--- src/rtl/lmsm_pkg.sv ---
// Shared LM/SM definitions: major opcodes, register-file geometry and sequencer states.
// Also used by the forwarding and hazard units that consume the expanded micro-ops.
package lmsm_pkg;

  localparam int NREG_DEF = 8;
  localparam int REGW_DEF = 3;
  localparam int OPW_DEF  = 6;

  // Major opcodes live in id_op[5:2]
  localparam logic [3:0] OP_LW = 4'b0100;
  localparam logic [3:0] OP_SW = 4'b0101;
  localparam logic [3:0] OP_LM = 4'b0110;
  localparam logic [3:0] OP_SM = 4'b0111;

  localparam logic [0:0] IDLE = 1'b0;
  localparam logic [0:0] SEQ  = 1'b1;

  function automatic logic is_lmsm(input logic [3:0] major);
    return (major == OP_LM) || (major == OP_SM);
  endfunction

endpackage

--- src/rtl/lowest_set_bit_enc.sv ---
// Priority encoder: index of the lowest set bit plus its one-hot mask (zero input gives 0/0).
// Purely combinational; no backpressure.
module lowest_set_bit_enc #(
  parameter int NREG = 8,
  parameter int REGW = 3
) (
  input  logic [NREG-1:0] vec,
  output logic [REGW-1:0] idx,
  output logic [NREG-1:0] onehot
);

  always_comb begin
    // Two's complement isolates the lowest set bit
    onehot = vec & (~vec + NREG'(1));
    idx    = '0;
    for (int i = 0; i < NREG; i++) begin
      if (onehot[i]) idx = REGW'(i);
    end
  end

endmodule

--- src/rtl/lmsm_sequencer.sv ---
// LM/SM expander: one single-register micro-op per mask bit, lowest first, first one the cycle after accept.
// hold freezes everything, flush beats hold/accept; LMSM_ZERO_MASK_TRAP_EN adds the zero_mask_err pulse.
module lmsm_sequencer
  import lmsm_pkg::*;
#(
  parameter int NREG = NREG_DEF,
  parameter int REGW = REGW_DEF,
  parameter int OPW  = OPW_DEF
) (
  input  logic            clk,
  input  logic            reset_n,
  input  logic            id_valid,
  input  logic [OPW-1:0]  id_op,
  input  logic [REGW-1:0] id_regA,
  input  logic [NREG-1:0] id_mask,
  input  logic            hold,
  input  logic            flush,
  output logic            busy,
  output logic            uop_valid,
  output logic [OPW-1:0]  uop_op,
  output logic [REGW-1:0] uop_base,
  output logic [REGW-1:0] uop_reg,
  output logic [REGW-1:0] uop_offset,
  output logic            uop_last
`ifdef LMSM_ZERO_MASK_TRAP_EN
  ,
  output logic            zero_mask_err
`endif
);

  logic [0:0]      state;
  logic [NREG-1:0] mask_q;
  logic [REGW-1:0] cnt_q;

  logic            in_seq;
  logic            accept_raw;
  logic            accept_nz;
  logic [NREG-1:0] enc_src;
  logic [NREG-1:0] enc_onehot;
  logic [REGW-1:0] enc_idx;
  logic [NREG-1:0] rem_next;
  logic            rem_zero;
  logic [REGW-1:0] cur_off;

  assign in_seq     = (state == SEQ);
  assign accept_raw = (state == IDLE) && id_valid && is_lmsm(id_op[OPW-1:OPW-4]) && !hold && !flush;
  assign accept_nz  = accept_raw && (|id_mask);
  assign busy       = in_seq || accept_nz;

  // The accept cycle encodes straight from decode so the first micro-op costs no extra cycle
  assign enc_src  = in_seq ? mask_q : id_mask;
  assign rem_next = enc_src & ~enc_onehot;
  assign rem_zero = (rem_next == '0);
  assign cur_off  = in_seq ? cnt_q : '0;

  lowest_set_bit_enc #(
    .NREG (NREG),
    .REGW (REGW)
  ) u_enc (
    .vec    (enc_src),
    .idx    (enc_idx),
    .onehot (enc_onehot)
  );

  always_ff @(posedge clk or negedge reset_n) begin
    if (!reset_n) begin
      state      <= IDLE;
      mask_q     <= '0;
      cnt_q      <= '0;
      uop_valid  <= 1'b0;
      uop_last   <= 1'b0;
      uop_op     <= '0;
      uop_base   <= '0;
      uop_reg    <= '0;
      uop_offset <= '0;
    end else if (flush) begin
      state     <= IDLE;
      mask_q    <= '0;
      cnt_q     <= '0;
      uop_valid <= 1'b0;
      uop_last  <= 1'b0;
    end else if (!hold) begin
      if (in_seq || accept_nz) begin
        if (!in_seq) begin
          uop_op   <= id_op;
          uop_base <= id_regA;
        end
        uop_valid  <= 1'b1;
        uop_reg    <= enc_idx;
        uop_offset <= cur_off;
        cnt_q      <= cur_off + REGW'(1);
        mask_q     <= rem_next;
        uop_last   <= rem_zero;
        state      <= rem_zero ? IDLE : SEQ;
      end else begin
        uop_valid <= 1'b0;
        uop_last  <= 1'b0;
      end
    end
  end

`ifdef LMSM_ZERO_MASK_TRAP_EN
  always_ff @(posedge clk or negedge reset_n) begin
    if (!reset_n) begin
      zero_mask_err <= 1'b0;
    end else if (flush) begin
      zero_mask_err <= 1'b0;
    end else if (!hold) begin
      zero_mask_err <= accept_raw && (id_mask == '0);
    end
  end
`endif

endmodule

--- config.mk ---
export PLATFORM = sky130hd
export DESIGN_NAME = lmsm_sequencer
export DESIGN_NICKNAME = d
export VERILOG_FILES = /design/src/rtl/lmsm_pkg.sv /design/src/rtl/lowest_set_bit_enc.sv /design/src/rtl/lmsm_sequencer.sv
export SDC_FILE = /design/constraint.sdc
export NUM_CORES = 1
export LEC_CHECK = 0
export ABC_AREA = 1
export CAP_MARGIN = 15
export CORE_MARGIN = 2
export CORE_UTILIZATION = 47
export DETAILED_ROUTE_END_ITERATION = 8
export PLACE_DENSITY = 0.84
export SLEW_MARGIN = 20
export SYNTH_ARGS = -nofsm -noshare
export SYNTH_HDL_FRONTEND = slang
export SYNTH_SLANG_ARGS = --single-unit
--- constraint.sdc ---
create_clock -name clk -period 1.7 [get_ports clk]
set_input_delay 0.51 -clock clk [delete_from_list [all_inputs] [get_ports clk]]
set_output_delay 0.51 -clock clk [all_outputs]
set_load 0.005 [all_outputs]
==> results.py <==
metrics = {
    "cts": {
        "clkLatencyLatePin_ns": 0.34,
        "cts_tree": "built",
        "cts_root_buf": "clkbuf_4",
        "clkSinkCount": 28,
        "clk_path_buf_depth": 2,
        "htreeDepth": 1,
        "cts_buffers": 3,
        "clk_pin_slew_ns": 0.14,
    },
    "die": {
        "core.rowCount": 20,
        "fp.dieH_um": 59.9,
        "start_util_pct": 48.8,
        "die_area_mm2": 0.00358,
        "core_mm2": 0.00300,
        "io-pin-count": 40,
        "die_w_um": 59.9,
    },
    "final_layout": {
        "reg_top3": "mask_q (7), uop_op (6)",
        "final_common_cell": "nand2_1",
        "layout_common_cells": "nand2_1 (90), buf_4 (34), dfrtp_1 (28)",
        "final_area_mm2": 0.00223,
        "antenna_cells": 0,
        "drive_gt1_share_pct": 26.2,
        "layout.nets": 299,
        "nFillCells": 221,
        "largest-register": "mask_q",
        "syn_to_final_growth_pct": 52.0,
        "largest_reg_flops": 7,
    },
    "timing": {
        "maxSlewHeadroom_pct": 76.9,
        "worst_slack_ns": -0.136,
        "worst_clock_skew_ns": 0.00793,
        "hold_viol": 0,
        "rsz0062_at_grt": "true",
        "final_max_slew_viol_count": 0,
        "fmax_mhz": 545,
        "setup_viol": 2,
        "finalCritPeriodShare_pct": 108,
        "worstMarginPinSlew_ns": 0.346,
        "min_period_ns": 1.84,
    },
    "worst_hold_path": {
        "min_delay_path_depth": 2,
        "hp-class": "flop to flop",
    },
    "synthesis": {
        "ys_ff_latch": 28,
        "synthCells": 198,
        "yosys.area.top_type": "dfrtp_1",
        "synth_top_area_share_pct": 47.8,
        "syn_avg_cell_area_um2": 7.41,
        "netlist_area_mm2": 0.00147,
        "synth_nets": 221,
        "yosysWarnings": 0,
        "synth_area_leaders": "dfrtp_1 (48%), nand2_1 (24%), inv_1 (4.4%)",
        "synth-seq-area-share_pct": 47.8,
        "ys_types": 29,
    },
    "pwr": {
        "power_mw": 1.58,
        "power_density_mw_per_mm2": 708,
        "peakVddDrop_uv": 610,
        "p_leak_nw": 1.26,
    },
    "setup_path": {
        "worstRegToRegCells": 12,
        "slowest_delay_ns": 0.42,
        "cp.required_ns": 1.19,
        "worstPathBufferInverterCount": 2,
        "cp-startpoint": "in_seq",
        "crit_family": "flip-flops",
        "arrival_ns": 1.33,
        "r2r_start": "in_seq",
        "cp_cell_sequence": "inv_2 > nand2_2 > nor3_4 > nand2_2 > nand2_2 > buf_6",
        "path_max_fanout": 2,
        "cp_num_cells": 6,
        "end_kind": "output port",
        "startpoint_type": "flop",
        "r2r_slack_ns": -0.06,
        "r2r_end": "in_seq",
        "crit_type": "flop to output port",
        "crit_path_frequent_cell": "nand2_2",
        "slowest_stage": "dfrtp_1",
        "crit_end": "busy",
    },
    "global_route": {
        "grt_util_all_layers_pct": 25.1,
        "grt_max_degree": 29,
        "overflow": 0,
        "antenna_found_initial": 0,
        "grt_pass1_wl_mm": 6.66,
        "grt_pass1_vias": 1526,
    },
    "place": {
        "place_area_mm2": 0.00208,
        "port_buffers": 39,
        "dp_slack_ns": -0.807,
        "hpwl_mm": 2.83,
        "place.gp.congestion": 0.858,
    },
    "flow_run": {
        "cap_violations": 0,
    },
    "drt": {
        "first_pass_iters": 4,
        "vias": 1541,
        "routed_wl_mm": 4.30,
        "drt_iter0_markers": 76,
        "drtAntennaViolNets": 0,
        "vias_per_cell": 5.00,
        "drc": 0,
        "wl_per_cell_um": 14.0,
    },
    "outcome": {
        "failed_checks": "negative setup slack",
        "outcome": "finished, violations left",
    },
}
## per-stage QoR
stage	cells	utilization, %	hold WS (ns)	TNS (ns)
floorplan	198	-	0.214	0
global placement	294	69.2	0.453	-7.76
detailed placement	294	69.2	0.463	-10.86
CTS	306	72.5	0.495	-0.156
global route	308	74.3	0.525	-0.495
finish	308	74.3	0.494	-0.193
## layer usage
layer | GRT usage (%) | wire length [um] | part of all wire [%] | vias to the layer above
li1 | - | - | - | 758
met1 | 31.4 | 1730 | 40 | 720
met2 | 44.3 | 2230 | 52 | 51
met3 | 3.46 | 202 | 4.7 | 12
met4 | 8.25 | 139 | 3.2 | 0
met5 | 0 | 0 | 0 | -
## power breakdown
group / switching, mW / internal, mW / total, mW
combinational: 0.164 / 0.205 / 0.370
sequential: 0.0345 / 0.731 / 0.766
clock: 0.204 / 0.239 / 0.443
total: 0.403 / 1.18 / 1.58
## Yosys cell counts
library cell,number
a21oi_1,1
a21oi_2,1
a22oi_1,1
a31oi_1,1
buf_2,1
buf_4,1
buf_6,1
dfrtp_1,28
ha_1,1
inv_1,17
inv_2,4
nand2_1,93
nand2_2,3
nand2_4,1
nand3_1,3
nand3_4,1
nand3b_1,1
nand4_1,3
nor2_1,14
nor2_2,3
nor3_1,1
nor3_2,1
o21a_1,1
o21ai_0,6
o21ai_1,5
o21ai_2,1
or2_1,1
or2_2,2
xor2_1,1
## worst min-delay path by stage
stage              start        end  slack [ns]
5_1_grt         cnt_q[1]   cnt_q[1]        0.53
6_report       uop_op[0]  uop_op[0]        0.49
3_5_place_dp    cnt_q[0]   cnt_q[0]        0.46
2_1_floorplan    reset_n   cnt_q[0]        0.21
3_3_place_gp    cnt_q[0]   cnt_q[0]        0.45
4_1_cts        uop_op[0]  uop_op[0]        0.49
## cell families (layout without fill, tap and decap cells)
| group | after synthesis | in the layout | synth area share, % |
|---|---|---|---|
| AOI/OAI and AO/OA | 17 | 17 | 6.74 |
| xor gates and xnor gates | 1 | 1 | 0.597 |
| adders and majority gates | 1 | 1 | 0.853 |
| buffers and inverters | 24 | 101 | 7.00 |
| DFF | 28 | 28 | 47.8 |
| and+or+nand+nor | 127 | 127 | 37.0 |
## area by class of cell
type	instances	area, um^2	share of cell area, %
multi-input cells	146	719	32.3
repair buffers	76	632	28.3
flip-flops and latches	28	701	31.4
well taps	33	41.3	1.85
clock buffers	3	22.5	1.01
inverters	21	83.8	3.76
clock inverters	1	30.0	1.35
## worst register-to-register path, cell delays in order, from the launching register on
cell     delay (ns)
dfrtp_1        0.40
inv_2          0.05
buf_4          0.18
nand2_1        0.14
nand3_4        0.11
nor2_2         0.14
nand2_1        0.11
nand2_1        0.10
nand2_1        0.07
nor2_2         0.10
nand2_1        0.08
nand2_1        0.10
nand2_1        0.08
## what timing repair did
action                                  in CTS  in global routing
gates resized for setup                     50                 26
endpoints found under the setup margin      36                 15
hold endpoints to repair                     0                  0
buffers inserted                             9                  3
pin swaps                                    9                 11
hold buffers                                 0                  0
gates cloned                                 1                  0
No activity file was read; power rests on OpenSTA's default activity.
